==> src/rtl/regbank_initiator.sv <==
// Register-bank initiator: sequences a write and/or two-operand read onto a synchronous bank.
// Optional REGBANK_X0_ZERO_EN: register 0 is hardwired zero (its writes skipped, its reads forced 0).
module regbank_initiator #(
   parameter int unsigned DATA_W = 32,
   parameter int unsigned SEL_W  = 5
) (
   input  logic              clk,
   input  logic              rstBar,
   input  logic              rdReq,
   input  logic [SEL_W-1:0]  rdSel0,
   input  logic [SEL_W-1:0]  rdSel1,
   input  logic              wrReq,
   input  logic [SEL_W-1:0]  wrSel,
   input  logic [DATA_W-1:0] wrData,
   output logic              reqReady,
   output logic              rdValid,
   output logic [DATA_W-1:0] rdData0,
   output logic [DATA_W-1:0] rdData1,
   output logic              bankCSBar,
   output logic              bankRDWRBar,
   output logic [SEL_W-1:0]  bankSelSrc0,
   output logic [SEL_W-1:0]  bankSelSrc1,
   output logic [SEL_W-1:0]  bankSelDst,
   output logic [DATA_W-1:0] bankDst,
   input  logic [DATA_W-1:0] bankSrc0,
   input  logic [DATA_W-1:0] bankSrc1
);

   typedef enum logic [1:0] {IDLE, WRITE, READ, CAPTURE} state_t;

   state_t state, nxt;
   logic   rdPend;
   logic   accept;
   logic   skipWr;
   logic   csBarD;
   logic   rdwrBarD;

   assign accept = (state == IDLE) && (rdReq || wrReq);

   always_comb begin
`ifdef REGBANK_X0_ZERO_EN
      skipWr = (wrSel == '0);
`else
      skipWr = 1'b0;
`endif
   end

   always_ff @(posedge clk or negedge rstBar) begin
      if (!rstBar) state <= IDLE;
      else         state <= nxt;
   end

   always_comb begin
      nxt = state;
      case (state)
         IDLE: begin
            if (accept) begin
               if (wrReq && !skipWr) nxt = WRITE;
               else if (rdReq)       nxt = READ;
            end
         end
         WRITE:   nxt = rdPend ? READ : IDLE;
         READ:    nxt = CAPTURE;
         CAPTURE: nxt = IDLE;
         default: nxt = IDLE;
      endcase
   end

   // Bank strobes are decoded from the next state so they leave a flop aligned with the state.
   always_comb begin
      reqReady = (state == IDLE);
      csBarD   = (nxt == IDLE);
      rdwrBarD = (nxt != WRITE);
   end

   always_ff @(posedge clk or negedge rstBar) begin
      if (!rstBar) begin
         bankCSBar   <= 1'b1;
         bankRDWRBar <= 1'b1;
         bankSelSrc0 <= '0;
         bankSelSrc1 <= '0;
         bankSelDst  <= '0;
         bankDst     <= '0;
         rdPend      <= 1'b0;
         rdValid     <= 1'b0;
         rdData0     <= '0;
         rdData1     <= '0;
      end else begin
         bankCSBar   <= csBarD;
         bankRDWRBar <= rdwrBarD;
         rdValid     <= (state == CAPTURE);
         // The bank-side select/data registers double as the request latches.
         if (accept) begin
            rdPend <= rdReq;
            if (wrReq) begin
               bankSelDst <= wrSel;
               bankDst    <= wrData;
            end
            if (rdReq) begin
               bankSelSrc0 <= rdSel0;
               bankSelSrc1 <= rdSel1;
            end
         end
         if (state == CAPTURE) begin
`ifdef REGBANK_X0_ZERO_EN
            rdData0 <= (bankSelSrc0 == '0) ? '0 : bankSrc0;
            rdData1 <= (bankSelSrc1 == '0) ? '0 : bankSrc1;
`else
            rdData0 <= bankSrc0;
            rdData1 <= bankSrc1;
`endif
         end
      end
   end

endmodule

==> config.mk <==
export PLATFORM = sky130hd
export DESIGN_NAME = regbank_initiator
export DESIGN_NICKNAME = d
export VERILOG_FILES = /design/src/rtl/regbank_initiator.sv
export SDC_FILE = /design/constraint.sdc
export NUM_CORES = 1
export LEC_CHECK = 0
export CORE_ASPECT_RATIO = 0.9
export CORE_MARGIN = 10
export CORE_UTILIZATION = 33
export DETAILED_ROUTE_END_ITERATION = 6
export GPL_ROUTABILITY_DRIVEN = 0
export PLACE_DENSITY_LB_ADDON = 0.25
export RECOVER_POWER = 25
export SLEW_MARGIN = 20
export SYNTH_ARGS = -nofsm -noshare
export SYNTH_HDL_FRONTEND = slang
export SYNTH_SLANG_ARGS = --single-unit
export TNS_END_PERCENT = 5
==> constraint.sdc <==
create_clock -name clk -period 1.7 [get_ports clk]
set_clock_uncertainty 0.1 [all_clocks]
set_input_delay 0.34 -clock clk [delete_from_list [all_inputs] [get_ports clk]]
set_output_delay 0.34 -clock clk [all_outputs]
set_load 0.02 [all_outputs]
==> summary.md, run 1 <==
| Metric | Value |
|---|---|
| CP bufs+invs | `2` |
| Dpl ws | `-0.2195 ns` |
| Root Buffer | `clkbuf_16` |
| Hpwl dp | `10,020 µm` |
| Drt first pass iters | `4` |
| Endpoints failing hold | `0` |
| Lkg Pwr | `3.272 nW` |
| Pin count of the biggest net entering global routing | `65` |
| Clock sinks | `117` |
| # rows | `39` |
| Yosys top cell area share | `65.45%` |
| Maximum vdd drop | `1.017 mV` |
| Reg2Reg Setup Slack | `0.05 ns` |
| R2R cell count | `4` |
| WP depth | `4` |
| Post-Route WL | `12,860 µm` |
| CP Cell Sequence | `buf_4 > nor3b_4 > buf_12 > mux2_2` |
| Fmax | `606.5 MHz` |
| Arr. time, crit path | `1.83 ns` |
| Die Ht | `129.5 µm` |
| Switching Share | `35.50%` |
| Routed wl met3 | `1369 µm` |
| Post-synthesis area per instance | `17.24 µm²` |
| Synthesis-to-finish area growth | `66.51%` |
| PortBufs | `229` |
| Top_reg_cell synth | `dfrtp_1` |
| First-pass GRT wire length | `19,670 µm` |
| # IOs | `230` |
| Layout cells sized above 1 | `30.62%` |
| Number of global-route vias before repair | `3,477` |
| Total congestion overflow | `0` |
| Mapped Area | `4397 µm²` |
| Max Slew Vio Count | `0` |
| Count leader, synth | `dfrtp_1` |
| Req. time, crit path | `1.89 ns` |
| Maximum buffer depth of the clock tree | `2` |
| MaxCap Viol Count | `0` |
| Avg WL per Cell | `18.91 µm` |
| CTS tree | `built` |
| Asr flop ratio synth | `100.0%` |
| Reg clk slew, reported paths | `0.05 ns` |
| Clock power share | `22.5%` |
| Combinational share of power | `45.1%` |
| CP top delay family | `buffers and inverters` |
| Hold_ws | `0.3915 ns` |
| Post-Place Cells | `648` |
| Core Box Area | `12,880 µm²` |
| Non-filler cells, final | `680` |
| CP endpoint | `bankDst[0]$_DFFE_PN0P_` |
| Total die area | `18,350 µm²` |
| List of most frequent post-synthesis cells | `dfrtp_1 (115), mux2_2 (111), buf_6 (10), nor2_1 (3)` |
| Top Metal Used | `met4` |
| Net Sw Power | `5.333 mW` |
| Reg-to-reg endpoint | `bankDst[0]$_DFFE_PN0P_` |
| Status | `finished clean` |
| Worst setup path category | `flip-flop to flip-flop` |
| Post-synth EDFFs | `0` |
| Via-to-Cell Ratio | `4.509` |
| Setup Viol. Count Final | `0` |
| PwrDens | `2052 nW/µm²` |
| Die boundary width | `141.7 µm` |
| Critical Path End Type | `flip-flop` |
| Critical-path top delay cell | `dfrtp_1` |
| Ant. Diodes | `0` |
| Total track usage | `13.87%` |
| Met2 WL | `6541 µm` |
| Max transition margin | `41.61%` |
| Htree depth | `4` |
| DRC violations left | `0` |
| Starting Density | `34.13%` |
| Crit-path max cell delay | `0.37 ns` |
| Warnings from Yosys | `0` |
| Post-synthesis sequential area ratio | `66.65%` |
| Tmin final | `1.649 ns` |
| Worst r2r src | `state[1]$_DFF_PN0_` |
| Unrepaired setup endpoints after global routing | `no` |
| Worst Tran Pin Value | `0.8759 ns` |
| Reg power frac | `32.4%` |
| Worst-Skew Late Latency | `0.40 ns` |
| Area contributors post-synth | `dfrtp_1 (65%), mux2_2 (28%), buf_6 (2.6%), dfstp_2 (1.2%), a21o_1 (0.34%)` |
| CP startpoint | `state[1]$_DFF_PN0_` |
| Startpoint Class | `flip-flop` |
| Final nets | `619` |
| Synth Net Count | `370` |
| Seq cells post-synth | `117` |
| Vias post-DR | `3,066` |
| Post-synth cell types | `16` |
| WL met1 | `4687 µm` |
| Cts bufs inserted | `17` |
| Synth Instances | `255` |
| Pint | `9.689 mW` |
| Setup ws final | `0.05118 ns` |
| Hold Path Class | `flip-flop to flip-flop` |
| Initial detailed-routing violation count | `103` |
| Worst-path fanout max | `38` |
| Initial antenna violation count | `0` |
| Largest area contributor in the netlist | `dfrtp_1` |
| ANT nets after route | `0` |
| Final Cycle Share | `96.99%` |
cell usage in the layout (no fill, tap or decap), drive strengths merged:
cell,synthesis,routed
inv,2,2
nand2,1,1
nor3b,2,2
dlygate4sd3,0,1
nand2b,2,2
dlygate4sd2,0,112
dfstp,2,2
a22oi,1,1
a21o,2,2
bufinv,0,1
dfrtp,115,115
mux2,111,111
clkdlybuf4s50,0,113
clkinv,0,2
nor4,1,1
buf,13,12
clkdlybuf4s15,0,2
nor2,3,3
clkbuf,0,31
final cells by class:
type | count | area [µm²]
Clock inverter | 3 | 40.04
Inverter | 2 | 7.507
Timing Repair Buffer | 243 | 2276
Multi-Input combinational cell | 123 | 1335
Tap cell | 164 | 205.2
Fill cell | 1120 | 5562
Sequential cell | 117 | 2930
Clock buffer | 28 | 526.8
layer usage:
metal / global-route usage, % / up-vias
met3: 8.072 / 16
li1: - / 1401
met1: 13.96 / 1518
met4: 5.766 / 0
met2: 23.19 / 131
met5: 0 / -
logic make-up after synthesis:
logic type / after synthesis / synth area share, %
AOI/OAI and AO/OA: 3 / 0.5122
buffers and inverters: 15 / 3.187
DFF: 117 / 66.65
muxes: 111 / 28.43
and+or+nand+nor: 9 / 1.224
through the flow:
step | utilization [%] | TNS, ns | power [mW] | instance area, µm²
2_1_floorplan | - | 0 | 9.049 | 4397
3_3_place_gp | 53.68 | -7.797 | 12.68 | 6915
3_5_place_dp | 53.68 | -8.708 | 12.89 | 6915
4_1_cts | 57.10 | 0 | 15.32 | 7356
5_1_grt | 56.83 | 0 | 15.88 | 7321
6_report | 56.83 | 0 | 15.02 | 7321
sequential cells by signal (all words and copies together), names as in the netlist:
name         flops
rdData1         32
bankCSBar        1
rdValid          1
bankSelSrc0      5
rdData0         32
bankDst         32
rdPend           1
state            2
bankRDWRBar      1
bankSelDst       5
bankSelSrc1      5
repair_timing:
item / in CTS / in global routing
hold buffers: 1 / 0
pin swaps: 0 / 0
endpoints found under the setup margin: 115 / 1
resized for setup: 121 / 2
endpoints found under the hold margin: 115 / 0
buffers inserted: 0 / 0
worst register-to-register path, cell delays in order (launching register included):
cell and delay [ns]:
dfrtp_1 0.37, buf_4 0.17, nor3b_4 0.24, buf_12 0.25
mux2_2 0.40
power by group through the flow:
stage / combinational, mW / sequential (mW) / clock (mW)
finish: 6.77 / 4.86 / 3.39
global route: 7.23 / 5.05 / 3.60
CTS: 6.94 / 4.89 / 3.49
detailed placement: 7.90 / 4.98 / 0
global placement: 7.79 / 4.89 / 0
floorplan: 2.36 / 6.68 / 0
how the worst min path moves through the flow:
stage | depth (start not counted) | slack [ns] | startpoint | end
floorplan | 0 | -0.06 | rstBar | bankDst[0]$_DFFE_PN0P_
global placement | 2 | 0.26 | rstBar | rdData0[3]$_DFFE_PN0P_
detailed placement | 2 | 0.27 | rstBar | rdData0[8]$_DFFE_PN0P_
CTS | 1 | 0.40 | rdData1[6]$_DFFE_PN0P_ | rdData1[6]$_DFFE_PN0P_
global route | 1 | 0.40 | rdData1[8]$_DFFE_PN0P_ | rdData1[8]$_DFFE_PN0P_
finish | 1 | 0.39 | rdPend$_DFFE_PN0N_ | rdPend$_DFFE_PN0N_
Power figures use the tool's default switching activity.
==> run 2: changes to the inputs <==
ABC_AREA = 1   (was unset)
==> summary.md, run 2 <==
| Metric | Value |
|---|---|
| Placed Area | `6983 µm² (+0.98%)` |
| Largest registers | `bankDst (32), rdData0 (32), rdData1 (32)` |
| Cts bufs inserted | `17 (unchanged)` |
| Setup Viol. Count Final | `0 (unchanged)` |
| Ant. Diodes | `0 (unchanged)` |
| Endpoints failing hold | `0 (unchanged)` |
| Setup Buffers After CTS | `0 (unchanged)` |
| Synthesis-to-finish area growth | `64.64%` |
| Max transition margin | `51.55% (+9.9 points)` |
| Layout cells sized above 1 | `6.883% (-24 points)` |
| Yosys top cell area share | `63.89% (-1.6 points)` |
| Largest area contributor in the netlist | `dfrtp_1` |
| Core Box Area | `13,360 µm² (+3.7%)` |
| Total congestion overflow | `0 (unchanged)` |
| Synth Net Count | `612 (+65%)` |
| Final Cycle Share | `95.33% (-1.7 points)` |
| Status | `finished clean` |
| Unrepaired setup endpoints after global routing | `no` |
| Number of global-route vias before repair | `4,415 (+27%)` |
| # fillers | `1,244 (+11%)` |
| Overall Power | `14.94 mW (-0.54%)` |
| Pin count of the biggest net entering global routing | `58 (-11%)` |
| MaxCap Viol Count | `0 (unchanged)` |
| Starting Density | `33.71% (-0.42 points)` |
| Fmax | `617.1 MHz (+1.7%)` |
| Lkg Pwr | `3.953 nW (+21%)` |
| Die boundary width | `143.2 µm (+1.0%)` |
| # rows | `40 (+2.6%)` |
| Setup ws final | `0.07944 ns (+0.02826 ns)` |
| Htree depth | `4 (unchanged)` |
| CP bufs+invs | `1 (-1)` |
| Top_reg_cell synth | `dfrtp_1` |
| Asr flop ratio synth | `100.0% (unchanged)` |
| Critical Path End Type | `output pin` |
| Worst-Skew Late Latency | `0.41 ns (about the same)` |
| Initial detailed-routing violation count | `157 (+52%)` |
| Worst Tran Pin Value | `0.7268 ns (-0.1491 ns)` |
| Synth Instances | `497 (+95%)` |
| Avg WL per Cell | `16.26 µm (-14%)` |
| Critical-path top delay cell | `dfstp_2` |
| Crit-path max cell delay | `0.51 ns (+0.14 ns)` |
| # IOs | `230 (unchanged)` |
| Total die area | `18,730 µm² (+2.1%)` |
| Post-Route WL | `14,780 µm (+15%)` |
| Warnings from Yosys | `0 (unchanged)` |
| Maximum vdd drop | `0.7717 mV (-24%)` |
| Root Buffer | `clkbuf_16` |
| Worst setup path category | `flip-flop to output pin` |
| First-pass GRT wire length | `23,100 µm (+17%)` |
| Post-synthesis area per instance | `9.063 µm² (-47%)` |
| Tmin final | `1.621 ns (-0.02826 ns)` |
| Clock sinks | `117 (unchanged)` |
| Drt first pass iters | `4 (unchanged)` |
| Post-synthesis sequential area ratio | `65.06% (-1.6 points)` |
| PortBufs | `229 (unchanged)` |
| Arr. time, crit path | `1.18 ns (-0.65 ns)` |
| Reg2Reg Setup Slack | `0.18 ns (+0.13 ns)` |
| R2R cell count | `6 (+2)` |
| Setup Total Neg Slack | `0 ns (unchanged)` |
| CP top delay family | `flip-flops` |
| Via-to-Cell Ratio | `4.578 (+1.5%)` |
| Total track usage | `15.89% (+2.0 points)` |
| Post-layout util | `55.50% (-1.3 points)` |
| Reg clk slew, reported paths | `0.06 ns (about the same)` |
| Hpwl dp | `11,050 µm (+10%)` |
| Dpl ws | `0.08177 ns (+0.3012 ns)` |
| WP depth | `1 (-3)` |
| CP Cell Sequence | `clkdlybuf4s15_2` |
| Initial antenna violation count | `0 (unchanged)` |
| Mapped Area | `4504 µm² (+2.4%)` |
| Post-route cell area | `7416 µm² (+1.3%)` |
| Worst-path fanout max | `1 (-97%)` |
| Max Slew Vio Count | `0 (unchanged)` |
| List of most frequent post-synthesis cells | `nand2_1 (296), dfrtp_1 (115), nand3_1 (47), buf_2 (16), buf_6 (6)` |
| Area contributors post-synth | `dfrtp_1 (64%), nand2_1 (25%), nand3_1 (5.2%), buf_2 (1.8%), buf_6 (1.5%)` |
| Most common cell after layout, fill and taps aside | `nand2_1` |
| Most frequent cells in the layout | `nand2_1 (294), dfrtp_1 (115), clkdlybuf4s50_1 (113)` |
| DRC violations left | `0 (unchanged)` |
| Hold Path Class | `input port to asynchronous set/reset pin` |
| Final nets | `844 (+36%)` |
| Post-synth EDFFs | `0 (unchanged)` |
| Vias post-DR | `4,161 (+36%)` |
| PwrDens | `2015 nW/µm² (-1.8%)` |
| CTS tree | `built` |
| Seq cells post-synth | `117 (unchanged)` |
| Die Ht | `130.8 µm (+1.0%)` |
| Count leader, synth | `nand2_1` |
| Post-synth cell types | `12 (-4)` |
| Maximum buffer depth of the clock tree | `2 (unchanged)` |
| Req. time, crit path | `1.26 ns (-0.63 ns)` |
| ANT nets after route | `0 (unchanged)` |
| Startpoint Class | `flip-flop` |
## run 2: cell types whose count changed after synthesis, moves of 3 or more
cell	delta
nand2_1	+295
mux2_2	-111
nand3_1	+47
buf_2	+15
buf_6	-4
clkbuf_1	+3
inv_1	+3
## run 2: through the flow
| step | hold WS, ns | std cells |
|---|---|---|
| after detailed placement | 0.1337 | 877 |
| after CTS | 0.2343 | 909 |
| after floorplan | -0.05559 | 497 |
| after global placement | 0.1300 | 877 |
| final | 0.2320 | 909 |
| after global routing | 0.2384 | 909 |
## run 2: path summary, 6_finish.rpt
check | start | endpoint
max in group asynchronous | rstBar | bankSelSrc1[2]$_DFFE_PN0P_
max reg2reg | state[1]$_DFF_PN0_ | bankDst[7]$_DFFE_PN0P_
min reg2reg | bankSelDst[2]$_DFFE_PN0P_ | bankSelDst[2]$_DFFE_PN0P_
min | rstBar | rdData0[21]$_DFFE_PN0P_
min in group clk | bankSrc0[11] | rdData0[11]$_DFFE_PN0P_
max | bankCSBar$_DFF_PN1_ | bankCSBar
## run 2: cell families after synthesis
family | after synthesis | synth area share, %
simple gates | 346 | 30.31
flops | 117 | 65.06
buf+inv | 33 | 4.528
compound gates | 1 | 0.1110
## run 2: cell type report
type | count | area [µm²] | area share [%]
sequential | 117 | 2930 | 39.51
timing repair buffer | 242 | 2295 | 30.94
multi-input combinational | 347 | 1375 | 18.54
clock buffer | 21 | 460.4 | 6.209
tap | 168 | 210.2 | 2.834
clock inverter | 10 | 130.1 | 1.755
inverter | 4 | 15.01 | 0.2025
## run 2: repair_timing
item                                   in CTS  in global routing
hold buffers                                1                  0
setup endpoints to repair                 115                 30
endpoints found under the hold margin      16                  0
resized for setup                         120                  4
## run 2: per-layer routing
metal | global-route usage [%] | vias up | part of all wire, % | wire length [µm]
met3 | 9.524 | 28 | 13 | 1971
met2 | 24.56 | 190 | 45 | 6587
met1 | 17.12 | 1950 | 40 | 5882
li1 | - | 1993 | - | -
met4 | 7.515 | 0 | 2.3 | 335
met5 | 0 | - | 0 | 0
## run 2: where the power goes
| group | internal (mW) | total (mW) | leakage (nW) | switching [mW] |
|---|---|---|---|---|
| logic | 2.39 | 6.55 | 2.22 | 4.17 |
| clock network | 2.35 | 3.54 | 0.288 | 1.19 |
| registers | 4.16 | 4.84 | 1.44 | 0.686 |
| total | 8.90 | 14.9 | 3.95 | 6.04 |
